### config.mk
export PLATFORM = sky130hd
export DESIGN_NAME = systolic_feeder
export DESIGN_NICKNAME = d
export VERILOG_FILES = /design/src/rtl/systolic_feeder_pkg.sv /design/src/rtl/systolic_operand_bank.sv /design/src/rtl/systolic_feeder.sv
export SDC_FILE = /design/constraint.sdc
export NUM_CORES = 1
export LEC_CHECK = 0
export CAP_MARGIN = 10
export CORE_ASPECT_RATIO = 0.6
export CORE_MARGIN = 2
export CORE_UTILIZATION = 58
export CTS_CLUSTER_SIZE = 20
export DETAILED_ROUTE_END_ITERATION = 8
export PLACE_DENSITY = 0.87
export SLEW_MARGIN = 20
export SYNTH_ARGS = -nofsm -noshare
export SYNTH_HDL_FRONTEND = slang
export SYNTH_SLANG_ARGS = --single-unit
export TNS_END_PERCENT = 5
### constraint.sdc
create_clock -name clk -period 7.2 [get_ports clk]
set_clock_uncertainty 0.2 [all_clocks]
set_input_delay 2.16 -clock clk [delete_from_list [all_inputs] [get_ports clk]]
set_output_delay 2.16 -clock clk [all_outputs]
set_load 0.01 [all_outputs]
### src/rtl/systolic_feeder_pkg.sv
// Shared definitions for the systolic array operand feeder: array geometry,
// wavefront count, FSM state encoding and bank-select encodings.
package systolic_feeder_pkg;

    localparam int DATA_W = 16;
    localparam int N      = 4;
    localparam int NWAVE  = 2 * N - 1;
    localparam int TW     = 3;

    typedef enum logic [1:0] {
        ST_IDLE  = 2'd0,
        ST_CLR   = 2'd1,
        ST_FEED  = 2'd2,
        ST_FLUSH = 2'd3
    } state_e;

    localparam logic SEL_A = 1'b0;
    localparam logic SEL_B = 1'b1;

    // True when a diagonal index lands inside the 4x4 bank.
    function automatic logic idx_ok(input int idx);
        return (idx >= 0) && (idx < N);
    endfunction

endpackage

### src/rtl/systolic_operand_bank.sv
// 16-word operand register file with one write port and a combinational
// diagonal read. For wavefront k, lane i returns M[i][k-i] (row-wise read)
// or M[k-i][i] (column-wise read), zero when the index is out of range.
module systolic_operand_bank
    import systolic_feeder_pkg::*;
#(
    parameter int DW       = DATA_W,
    parameter bit COL_READ = 1'b0
) (
    input  logic                   clk,
    input  logic                   wr_en,
    input  logic [3:0]             wr_addr,
    input  logic [DW-1:0]          wr_data,
    input  logic [TW-1:0]          rd_wave,
    output logic [N-1:0][DW-1:0]   rd_data
);

    logic [DW-1:0] mem [0:N*N-1];
    int            diag;

    // Storage is deliberately not reset; contents survive a reset.
    always_ff @(posedge clk) begin
        if (wr_en) begin
            mem[wr_addr] <= wr_data;
        end
    end

    // Diagonal read with zero padding outside the valid window.
    always_comb begin
        rd_data = '0;
        diag    = 0;
        for (int i = 0; i < N; i++) begin
            diag = int'(rd_wave) - i;
            if (idx_ok(diag)) begin
                if (COL_READ) begin
                    rd_data[i] = mem[{2'(diag), 2'(i)}];
                end else begin
                    rd_data[i] = mem[{2'(i), 2'(diag)}];
                end
            end
        end
    end

endmodule

### src/rtl/systolic_feeder.sv
// Operand feeder for the 4x4 systolic array: replays the A and B banks as
// skewed wavefronts onto the west/north array edges, then flushes with zeros.
// Optional feature macro: ARRAY_CLR_EN (adds a one-cycle accumulator clear
// state ahead of the feed; arr_clr is tied low otherwise).
//
// state    | meaning
// ---------+-----------------------------------------------------------
// ST_IDLE  | waiting for start; bank writes accepted
// ST_CLR   | one cycle with arr_clr high (ARRAY_CLR_EN builds only)
// ST_FEED  | t = 0..6 registers wavefront t; t = 7 zeroes outputs
// ST_FLUSH | zero cycles while partial sums settle, then feed_done
module systolic_feeder
    import systolic_feeder_pkg::*;
#(
    parameter int DW           = DATA_W,
    parameter int FLUSH_CYCLES = 3
) (
    input  logic          clk,
    input  logic          rst,
    input  logic          wr_en,
    input  logic          wr_sel,
    input  logic [3:0]    wr_addr,
    input  logic [DW-1:0] wr_data,
    input  logic          start,
    output logic          busy,
    output logic          feed_valid,
    output logic          feed_done,
    output logic          arr_clr,
    output logic [DW-1:0] out_west0,
    output logic [DW-1:0] out_west4,
    output logic [DW-1:0] out_west8,
    output logic [DW-1:0] out_west12,
    output logic [DW-1:0] out_north0,
    output logic [DW-1:0] out_north1,
    output logic [DW-1:0] out_north2,
    output logic [DW-1:0] out_north3
);

    localparam int FCW = (FLUSH_CYCLES > 1) ? $clog2(FLUSH_CYCLES) : 1;

    state_e                state_q, state_d;
    logic [TW-1:0]         t_q, t_d;
    logic [FCW-1:0]        fcnt_q, fcnt_d;
    logic [N-1:0][DW-1:0]  west_q, west_d, north_q, north_d;
    logic [N-1:0][DW-1:0]  a_wave, b_wave;
    logic                  valid_q, valid_d;
    logic                  done_q, done_d;
    logic                  idle;
    logic                  wr_a, wr_b;
`ifdef ARRAY_CLR_EN
    logic                  clr_q, clr_d;
`endif

    assign idle = (state_q == ST_IDLE);
    assign busy = !idle;
    assign wr_a = wr_en && idle && (wr_sel == SEL_A);
    assign wr_b = wr_en && idle && (wr_sel == SEL_B);

    systolic_operand_bank #(.DW(DW), .COL_READ(1'b0)) u_bank_a (
        .clk     (clk),
        .wr_en   (wr_a),
        .wr_addr (wr_addr),
        .wr_data (wr_data),
        .rd_wave (t_q),
        .rd_data (a_wave)
    );

    systolic_operand_bank #(.DW(DW), .COL_READ(1'b1)) u_bank_b (
        .clk     (clk),
        .wr_en   (wr_b),
        .wr_addr (wr_addr),
        .wr_data (wr_data),
        .rd_wave (t_q),
        .rd_data (b_wave)
    );

    // Next-state, wavefront counter, flush down-counter and registered outputs.
    always_comb begin
        state_d = state_q;
        t_d     = t_q;
        fcnt_d  = fcnt_q;
        west_d  = '0;
        north_d = '0;
        valid_d = 1'b0;
        done_d  = 1'b0;
`ifdef ARRAY_CLR_EN
        clr_d   = 1'b0;
`endif
        case (state_q)
            ST_IDLE: begin
                if (start) begin
                    t_d = '0;
`ifdef ARRAY_CLR_EN
                    state_d = ST_CLR;
                    clr_d   = 1'b1;
`else
                    state_d = ST_FEED;
`endif
                end
            end
            ST_CLR: begin
                state_d = ST_FEED;
                t_d     = '0;
            end
            ST_FEED: begin
                if (t_q < TW'(NWAVE)) begin
                    west_d  = a_wave;
                    north_d = b_wave;
                    valid_d = 1'b1;
                    t_d     = t_q + TW'(1);
                end else begin
                    state_d = ST_FLUSH;
                    fcnt_d  = FCW'(FLUSH_CYCLES - 1);
                end
            end
            ST_FLUSH: begin
                // t stays parked at its terminal value here.
                if (fcnt_q == '0) begin
                    state_d = ST_IDLE;
                    done_d  = 1'b1;
                end else begin
                    fcnt_d = fcnt_q - FCW'(1);
                end
            end
            default: state_d = ST_IDLE;
        endcase
    end

    // State and output registers; reset drops the edge ports to zero at once.
    always_ff @(posedge clk or posedge rst) begin
        if (rst) begin
            state_q <= ST_IDLE;
            t_q     <= '0;
            fcnt_q  <= '0;
            west_q  <= '0;
            north_q <= '0;
            valid_q <= 1'b0;
            done_q  <= 1'b0;
        end else begin
            state_q <= state_d;
            t_q     <= t_d;
            fcnt_q  <= fcnt_d;
            west_q  <= west_d;
            north_q <= north_d;
            valid_q <= valid_d;
            done_q  <= done_d;
        end
    end

`ifdef ARRAY_CLR_EN
    // Registered accumulator clear, high for the single CLR cycle.
    always_ff @(posedge clk or posedge rst) begin
        if (rst) begin
            clr_q <= 1'b0;
        end else begin
            clr_q <= clr_d;
        end
    end
    assign arr_clr = clr_q;
`else
    assign arr_clr = 1'b0;
`endif

    assign feed_valid = valid_q;
    assign feed_done  = done_q;
    assign out_west0  = west_q[0];
    assign out_west4  = west_q[1];
    assign out_west8  = west_q[2];
    assign out_west12 = west_q[3];
    assign out_north0 = north_q[0];
    assign out_north1 = north_q[1];
    assign out_north2 = north_q[2];
    assign out_north3 = north_q[3];

endmodule
==> results_dict.tcl, run 1 <==
set metrics [dict create \
    grt_use_met3_pct 4.93 \
    setup_violations 0 \
    clk_latency_ns 0.60 \
    grt_max_degree 66 \
    drive_above_1_share_pct 20.5 \
    synth_most_common_cell "edfxtp_1" \
    synthTopCellsByCount "512 x edfxtp_1, 137 x dfrtp_1, 131 x nor2b_1" \
    leakage_nw 9.43 \
    synth_area_per_cell_sq_um 22.2 \
    drtIter0Drc 1184 \
    cp.required_ns 4.84 \
    grt_antenna_before_repair 2 \
    fin_setup_tns_ns 0 \
    p_sw_mw 2.87 \
    switching_share_pct 27.6 \
    drt-total-wl_um 51300 \
    ant_nets 0 \
    final_util_pct 69.8 \
    drv_slew 0 \
    final_area_sq_um 27500 \
    cts_tree "built" \
    cts_buffers 54 \
    async_flop_share_pct 21.1 \
    synth_area_sq_um 23300 \
    drc 0 \
    grt_pass1_vias 11500 \
    gr-usage-all-layers_pct 25.0 \
    dpl_worst_slack_ns 2.30 \
    maxCapViolations 0 \
    clock_tree.buffer_depth 3 \
    synth_top_area_cell "edfxtp_1" \
    internal-power_mw 7.53 \
    io-pin-count 157 \
    ys.flop_type "edfxtp_1" \
    grt-ovfl-total 0 \
    met2_usage_pct 40.3 \
    routabilityCongestion 0.829 \
    top_usage_layer "met2" \
    dr.pass1.iters 5 \
    worst_pin_slew_ns 0.993 \
    hpwl_um 27600 \
    core_area_sq_um 39400 \
    yosys.area.top_type_share_pct 65.9 \
    ctsHoldBuffers 0 \
    setup_ws_ns 2.86 \
    status "completed" \
    ys_warn_count 0 \
    cts_root_buf "clkbuf_16" \
    ir_drop_mv 0.290 \
    startpoint_type "flip-flop" \
    synth_edf_count 512 \
    max_slew_margin_pct 33.8 \
    max_freq_mhz 231 \
    cp_max_fo 12 \
    grtUsageMet1_pct 35.0 \
    clkSinkCount 649 \
    hold_violations 0 \
    rsz0062_at_grt "false" \
    vias 11100 \
    cts.clk_slew.worst_paths_ns 0.07 \
    fp.dieW_um 263 \
    power_frac_seq_pct 43.2 \
    io_buffers 155 \
    row_count 56 \
    p_per_area_nw_per_um2 378 \
    fin_crit_sh_pct 60.2 \
    yosys-top-cells-area "edfxtp_1 66%, dfrtp_1 15%, mux4_2 12%" \
    combPwrFrac_pct 28.1 \
    crit_type "flip-flop to output pin" \
    syn_nets 1082 \
    cts_setup_buffers 0 \
    initial_utilization_pct 59.3 \
    ys_ff_latch 649 \
    hp-class "flip-flop to flip-flop" \
    grt_pass1_wl_um 75900 \
    die_area_sq_um 41900 \
    cts-htree-levels 2 \
    clkPwrFrac_pct 28.7 \
    routedWlPerCell_um 27.9 \
    dpl_cell_area_sq_um 25700 \
    end_kind "output pin" \
    period_minus_slack_ns 4.34 \
    ys_seq_area_share_pct 80.6 \
    viasPerCell 6.02 \
    die_y_um 159 \
    post_cts_resized 0 \
    area_delta_synth_final_pct 17.7 \
    synth_cell_types 39 \
    final_nets 1299 \
    postSynthCellCount 1050 \
    cp_data_arrival_time_ns 1.98 \
]
registers in the layout, indices dropped and copies added (netlist names):
| name | count |
|---|---|
| feed_valid | 1 |
| u_bank_b.mem | 256 |
| out_north3 | 16 |
| out_north1 | 16 |
| t_q | 3 |
| out_west0 | 16 |
| fcnt_q | 2 |
| out_north2 | 16 |
| out_west12 | 16 |
| state_q | 2 |
| u_bank_a.mem | 256 |
| out_west8 | 16 |
| out_north0 | 16 |
| out_west4 | 16 |
| feed_done | 1 |
area by class of cell:
cell class              instances  area, sq um
fillers                      2335        11900
clock inverters                20          231
diodes                          1         2.50
inverters                       7         31.3
well taps                     522          653
clock buffers                  82         1570
flip-flops and latches        649        18800
multi-input cells             347         4240
repair buffers                208         1940
cell usage in the layout (no fill, tap or decap), drive strengths merged, types with 2 or more instances in the layout:
cell,count
edfxtp,512
clkdlybuf4s50,152
dfrtp,137
nor2b,131
mux4,128
clkbuf,82
buf,56
nor2,35
clkinv,15
nand2,8
inv,7
ha,7
bufinv,5
nand4,3
o211ai,2
or2,2
nor3b,2
nand2b,2
and3b,2
and2,2
a21oi,2
mux2i,2
o21ai,2
nand3,2
per-stage QoR:
stage          hold slack (ns)  total power, mW  std cells
5_1_grt                  0.396             10.8       1836
3_3_place_gp             0.329             7.40       1733
6_report                 0.395             10.4       1836
4_1_cts                  0.392             10.5       1835
2_1_floorplan            0.305             6.41       1050
3_5_place_dp             0.383             7.44       1733
logic make-up (layout without fill, tap and decap cells):
kind of cell / Yosys count / count (layout) / synth area share [%]
other cells: 1 / 2 / 0.0161
mux: 130 / 130 / 12.4
buf+inv: 54 / 317 / 1.31
fa+ha+maj: 7 / 7 / 0.375
simple gates: 194 / 194 / 4.79
compound gates: 14 / 14 / 0.456
flops: 649 / 649 / 80.6
xor+xnor: 1 / 1 / 0.0375
power groups by stage:
stage	clock, mW	sequential, mW	combinational [mW]
final	2.98	4.49	2.92
after floorplan	0	4.64	1.77
after CTS	3.03	4.49	2.95
after global placement	0	4.57	2.83
after global routing	3.17	4.52	3.11
after detailed placement	0	4.56	2.87
metal layers:
| layer | routed length (um) | share of wire (%) |
|---|---|---|
| met1 | 20100 | 39 |
| met2 | 25300 | 49 |
| met3 | 4300 | 8.4 |
| met4 | 1580 | 3.1 |
| met5 | 11 | 0.021 |
worst max-delay path: stages (launching register included):
cell and delay [ns]:
dfrtp_1 0.50, or2_2 0.38, clkdlybuf4s50_1 0.49
worst paths after layout:
check / startpoint / slack, ns / cells past startpoint / end
setup / recovery: state_q[1] / 2.86 / 2 / busy
hold / removal: fcnt_q[1] / 0.39 / 1 / fcnt_q[1]
setup reg to reg: t_q[0] / 4.27 / 5 / out_north1[11]
hold reg to reg: fcnt_q[1] / 0.39 / 1 / fcnt_q[1]
max in group asynchronous: rst / 4.02 / 3 / out_west0[11]
min in group asynchronous: rst / 1.78 / 2 / state_q[1]
Note: power is estimated with default switching activity, not from simulation.
==> run 2, diff against run 1 <==
--- a/config.mk
+++ b/config.mk
@@ -8,10 +8,10 @@
 export CAP_MARGIN = 10
 export CORE_ASPECT_RATIO = 0.6
 export CORE_MARGIN = 2
-export CORE_UTILIZATION = 58
+export CORE_UTILIZATION = 53
 export CTS_CLUSTER_SIZE = 20
 export DETAILED_ROUTE_END_ITERATION = 8
-export PLACE_DENSITY = 0.87
+export PLACE_DENSITY = 0.84
 export SLEW_MARGIN = 20
 export SYNTH_ARGS = -nofsm -noshare
 export SYNTH_HDL_FRONTEND = slang
==> constraint.sdc (replaced) <==
create_clock -name clk -period 3.85 [get_ports clk]
set_clock_uncertainty 0.2 [all_clocks]
set_input_delay 1.155 -clock clk [delete_from_list [all_inputs] [get_ports clk]]
set_output_delay 1.155 -clock clk [all_outputs]
set_load 0.01 [all_outputs]
==> run 2 against run 1 <==
Net effect:
- via count decreased by 0.46%
- highest routed layer is now met4
- non-clock buffer count increased by 9
- sequential cell count unchanged
- routed wire length decreased by 4.4%
- register-to-register slack got worse by 3.0 ns
==> results_dict.tcl, run 2 (synthesis gave the netlist of run 1 again) <==
set metrics [dict create \
    status "completed" \
    core_area_sq_um 43400 \
    ctsHoldBuffers 0 \
    setup_ws_ns 0.541 \
    drc 0 \
    cp_top_family "flip-flops" \
    grt_max_degree 70 \
    final_cell_mix "512 x edfxtp_1, 155 x clkdlybuf4s50_1, 135 x dfrtp_1" \
    ir_drop_mv 0.533 \
    clkSinkCount 649 \
    crit_type "flip-flop to output pin" \
    routedWlPerCell_um 25.8 \
    holdWs_ns 0.377 \
    end_kind "output pin" \
    drv_slew 0 \
    drtIter0Drc 1258 \
    maxCapViolations 0 \
    area_delta_synth_final_pct 18.3 \
    clkPwrFrac_pct 28.0 \
    path_buf_inv 1 \
    hpwl_um 27300 \
    grt_pass1_wl_um 73300 \
    drt-total-wl_um 49000 \
    switching_share_pct 27.5 \
    fill_cells 2792 \
    final_nets 1308 \
    clk_latency_ns 0.58 \
    fin_crit_sh_pct 85.9 \
    p_per_area_nw_per_um2 698 \
    max_slew_margin_pct 65.5 \
    p_sw_mw 5.30 \
    die_y_um 167 \
    grt-ovfl-total 0 \
    cts_root_buf "clkbuf_16" \
    hold_violations 0 \
    grt_pass1_vias 11300 \
    setup_violations 0 \
    period_minus_slack_ns 3.31 \
    cts_buffers 54 \
    cp_data_arrival_time_ns 1.95 \
    slowest_stage "dfrtp_1" \
    seq_area_sq_um 18800 \
    path_cells "or2_2, clkdlybuf4s50_1" \
    hp-class "flip-flop to flip-flop" \
    clock_tree.buffer_depth 3 \
    largest_registers "u_bank_a.mem: 256 flops, u_bank_b.mem: 256 flops" \
    cp.required_ns 2.49 \
    cts.clk_slew.worst_paths_ns 0.07 \
    fp.dieW_um 275 \
    leakage_nw 9.44 \
    cp_max_fo 12 \
    post_cts_resized 0 \
    startpoint_type "flip-flop" \
    routabilityCongestion 0.784 \
    dr.pass1.iters 5 \
    die_area_sq_um 45800 \
    row_count 59 \
    cts-htree-levels 2 \
    gr-usage-all-layers_pct 22.0 \
    worst_pin_slew_ns 0.517 \
    max_freq_mhz 302 \
    cts_setup_buffers 0 \
    power_frac_seq_pct 43.5 \
    combPwrFrac_pct 28.5 \
    internal-power_mw 14.0 \
    dpl_worst_slack_ns 0.402 \
    io-pin-count 157 \
    rsz0062_at_grt "false" \
    ant_nets 0 \
    cts_tree "built" \
    grt_antenna_before_repair 2 \
    final_common_cell "edfxtp_1" \
    fin_setup_tns_ns 0 \
    viasPerCell 5.79 \
    multi_input_area_sq_um 4230 \
    initial_utilization_pct 53.8 \
    slowest_delay_ns 0.50 \
    io_buffers 155 \
    vias 11000 \
    drive_above_1_share_pct 20.5 \
]
==> run 2: changes by cell type in the layout (fill, tap and decap cells not counted), moves of 4 or more <==
cell	before	now
buf_12	0	4
buf_4	51	58
clkbuf_1	20	25
clkinv_1	7	3
==> run 2: cell type report <==
cell class              count  share of cell area, %
diodes                      2                 0.0181
repair buffers            217                   7.49
well taps                 579                   2.62
flip-flops and latches    649                   68.1
inverters                   7                  0.109
clock inverters            13                  0.530
clock buffers              87                   5.76
multi-input cells         347                   15.3
==> run 2: power by group through the flow <==
stage | clock network (mW) | registers, mW | logic, mW
floorplan | 0 | 8.68 | 3.31
finish | 5.39 | 8.39 | 5.49
CTS | 5.47 | 8.40 | 5.58
global placement | 0 | 8.54 | 5.39
detailed placement | 0 | 8.54 | 5.47
global route | 5.74 | 8.45 | 5.88
==> run 2: layer usage <==
metal	part of all wire [%]	track usage (%)	vias up
met1	40	31.3	5752
met5	0	0	-
met4	2.5	5.92	0
met2	49	35.3	598
met3	8.5	4.53	85
li1	-	-	4566
==> run 2: worst reg2reg max path, delay by kind of cell (launching register included) <==
kind | cells | cell delay (ns)
fa+ha+maj | 1 | 0.33
buf+inv | 2 | 0.52
simple gates | 1 | 0.18
mux | 1 | 0.48
flops | 1 | 0.72
==> run 2: final timing paths <==
| path | startpoint | end | slack [ns] | cells past startpoint |
|---|---|---|---|---|
| max | state_q[1] | busy | 0.54 | 2 |
| min | fcnt_q[1] | fcnt_q[1] | 0.38 | 1 |
| max reg2reg | t_q[0] | out_west4[6] | 1.29 | 5 |
| min reg2reg | fcnt_q[1] | fcnt_q[1] | 0.38 | 1 |
| max in group asynchronous | rst | out_west0[8] | 1.97 | 3 |
| min in group asynchronous | rst | out_west12[2] | 0.76 | 2 |
==> run 2: per-stage QoR <==
stage / power, mW / utilization [%] / cell area, sq um / instances
6_report: 19.3 / 63.6 / 27600 / 1901
3_5_place_dp: 14.0 / 59.6 / 25900 / 1799
5_1_grt: 20.1 / 63.6 / 27600 / 1901
4_1_cts: 19.4 / 63.6 / 27600 / 1899
2_1_floorplan: 12.0 / - / 23300 / 1050
3_3_place_gp: 13.9 / 59.6 / 25900 / 1799
==> run 3, diff against run 2 <==
--- a/config.mk
+++ b/config.mk
@@ -6,14 +6,14 @@
 export NUM_CORES = 1
 export LEC_CHECK = 0
 export CAP_MARGIN = 10
-export CORE_ASPECT_RATIO = 0.6
+export CORE_ASPECT_RATIO = 1.2
 export CORE_MARGIN = 2
 export CORE_UTILIZATION = 53
 export CTS_CLUSTER_SIZE = 20
 export DETAILED_ROUTE_END_ITERATION = 8
-export PLACE_DENSITY = 0.84
-export SLEW_MARGIN = 20
+export PLACE_DENSITY = 0.83
 export SYNTH_ARGS = -nofsm -noshare
 export SYNTH_HDL_FRONTEND = slang
+export SYNTH_HIERARCHICAL = 1
 export SYNTH_SLANG_ARGS = --single-unit
 export TNS_END_PERCENT = 5
==> run 3 against run 2 <==
Net effect:
- critical path depth is the same
- non-clock buffer count grew 4
- power grew 5.1%
- global-route usage shrank 0.48 points
- sequential cell count is the same
- sequential share of layout area shrank 3.5 points
- routed wire length grew 4.2%
- synthesized area grew 5.1%
- utilization shrank 0.14 points
- critical endpoint unchanged
- largest cell class unchanged
==> results_dict.tcl, run 3 <==
set metrics [dict create \
    drt-total-wl_um 51100 \
    p_per_area_nw_per_um2 696 \
    cts_root_buf "clkbuf_16" \
    grt_antenna_before_repair 1 \
    period_minus_slack_ns 3.44 \
    cts.clk_slew.worst_paths_ns 0.07 \
    dpl_cell_area_sq_um 27100 \
    ys_warn_count 6 \
    ir_drop_mv 0.634 \
    die_y_um 240 \
    final_common_cell "edfxtp_1" \
    yosys.area.top_type_share_pct 62.7 \
    fin_crit_sh_pct 89.2 \
    holdWs_ns 0.404 \
    ys_ff_latch 649 \
    multi_input_area_sq_um 5220 \
    cp_data_arrival_time_ns 2.08 \
    yosys-top-cells-area "edfxtp_1 63%, dfrtp_1 14%, mux4_2 12%" \
    hpwl_um 28900 \
    fill_cells 3024 \
    fp.dieW_um 200 \
    drc 0 \
    startpoint_type "flip-flop" \
    async_flop_share_pct 21.1 \
    post_cts_resized 0 \
    area_delta_synth_final_pct 18.6 \
    leakage_nw 10.2 \
    largest_registers "u_bank_a/mem: 256 flops, u_bank_b/mem: 256 flops" \
    max_freq_mhz 291 \
    syn_nets 1238 \
    final_area_sq_um 29100 \
    synth_cell_types 39 \
    hold_violations 0 \
    routabilityCongestion 0.772 \
    cts_buffers 57 \
    viasPerCell 5.72 \
    final_cell_mix "512 x edfxtp_1, 193 x and2_1, 155 x clkdlybuf4s50_1" \
    dp.cells 1979 \
    antenna_cells 0 \
    grt_pass1_vias 12400 \
    clkSinkCount 649 \
    seq_area_sq_um 18800 \
    combPwrFrac_pct 29.1 \
    synth_top_area_cell "edfxtp_1" \
    drive_above_1_share_pct 20.6 \
    hp-class "flip-flop to flip-flop" \
    die_area_sq_um 48000 \
    synthTopCellsByCount "512 x edfxtp_1, 193 x and2_1, 137 x dfrtp_1" \
    power_frac_seq_pct 41.1 \
    cp.required_ns 2.49 \
    final_nets 1459 \
    grt_pass1_wl_um 77000 \
    synth_area_sq_um 24500 \
    final_util_pct 63.4 \
    synth_area_per_cell_sq_um 20.4 \
    clock_tree.buffer_depth 3 \
    max_slew_margin_pct 41.5 \
    p_sw_mw 5.63 \
    clk_latency_ns 0.59 \
    maxCapViolations 0 \
    ctsHoldBuffers 0 \
    cts_tree "built" \
    crit_type "flip-flop to output pin" \
    internal-power_mw 14.6 \
    status "completed" \
    gr-usage-all-layers_pct 21.5 \
    grt_max_degree 110 \
    setup_violations 0 \
    io-pin-count 157 \
    worst_pin_slew_ns 0.878 \
    stdcell_count 2084 \
    dr.pass1.iters 5 \
    end_kind "output pin" \
    ys_seq_area_share_pct 76.7 \
    clkPwrFrac_pct 29.8 \
    cp_max_fo 12 \
    synth_edf_count 512 \
    grt-ovfl-total 0 \
    ant_nets 0 \
    routedWlPerCell_um 24.5 \
    postSynthCellCount 1201 \
    cts-htree-levels 2 \
    vias 11900 \
    rsz0062_at_grt "false" \
    switching_share_pct 27.8 \
    initial_utilization_pct 53.5 \
    ys.flop_type "edfxtp_1" \
    p_total_mw 20.3 \
    drv_slew 0 \
    synth_most_common_cell "edfxtp_1" \
    core_area_sq_um 45800 \
    drtIter0Drc 1344 \
    io_buffers 155 \
    row_count 86 \
    cts_setup_buffers 0 \
]
run 3: cell types whose count changed after synthesis, sizes merged, moves of 8 or more:
cell    change
nor3        +8
and3       +33
nor2        -9
and2      +191
buf         +8
a21boi     +32
nor2b     -130
run 3: layout make-up:
class | count | area share (%)
Inverter | 11 | 0.155
Clock inverter | 35 | 1.68
Clock buffer | 70 | 5.21
Timing Repair Buffer | 221 | 7.68
Tap cell | 616 | 2.65
Sequential cell | 649 | 64.7
Multi-Input combinational cell | 482 | 17.9
run 3: worst paths after layout:
kind	from	endpoint	slack [ns]	depth (start not counted)
worst max-delay path	state_q[1]	busy	0.41	2
worst max register to register	t_q[0]	out_west4[14]	0.78	6
max in group asynchronous	rst	out_west12[5]	2.01	3
worst min-delay path	fcnt_q[1]	fcnt_q[1]	0.40	1
worst min register to register	fcnt_q[1]	fcnt_q[1]	0.40	1
min in group asynchronous	rst	out_north2[10]	0.77	2
run 3: critical path, stage by stage, from the launching register on:
cell             delay, ns
dfrtp_1               0.57
or2_2                 0.41
clkdlybuf4s50_1       0.51
run 3: logic make-up (layout without fill, tap and decap cells):
| family | after synthesis | count (layout) | share of synthesized area (%) |
|---|---|---|---|
| DFF | 649 | 649 | 76.7 |
| and+or+nand+nor | 290 | 290 | 7.20 |
| muxes | 129 | 129 | 11.8 |
| buffers and inverters | 70 | 337 | 2.18 |
| AOI/OAI and AO/OA | 48 | 48 | 1.43 |
| adders and majority gates | 12 | 12 | 0.612 |
| xor gates and xnor gates | 2 | 2 | 0.0715 |
| other | 1 | 1 | 0.0153 |
run 3: power by group through the flow:
stage	Clock (mW)	Sequential [mW]	Combinational [mW]
2_1_floorplan	0	8.48	4.23
3_3_place_gp	0	8.45	5.73
3_5_place_dp	0	8.46	5.87
4_1_cts	6.13	8.33	5.99
5_1_grt	6.38	8.37	6.35
6_report	6.04	8.32	5.89
run 3: stage by stage:
stage          worst slack [ns]  TNS, ns
2_1_floorplan          -0.00601  -0.0962
3_3_place_gp              0.312        0
3_5_place_dp              0.272        0
4_1_cts                   0.448        0
5_1_grt                   0.381        0
6_report                  0.415        0
run 3: layer usage:
layer | global-route usage (%) | share of wire (%) | up-vias | wire, um
li1 | - | - | 5068 | -
met1 | 27.6 | 37 | 6196 | 18800
met2 | 37.3 | 52 | 547 | 26700
met3 | 3.69 | 7.4 | 119 | 3760
met4 | 8.06 | 3.6 | 0 | 1840
met5 | 0 | 0 | - | 0
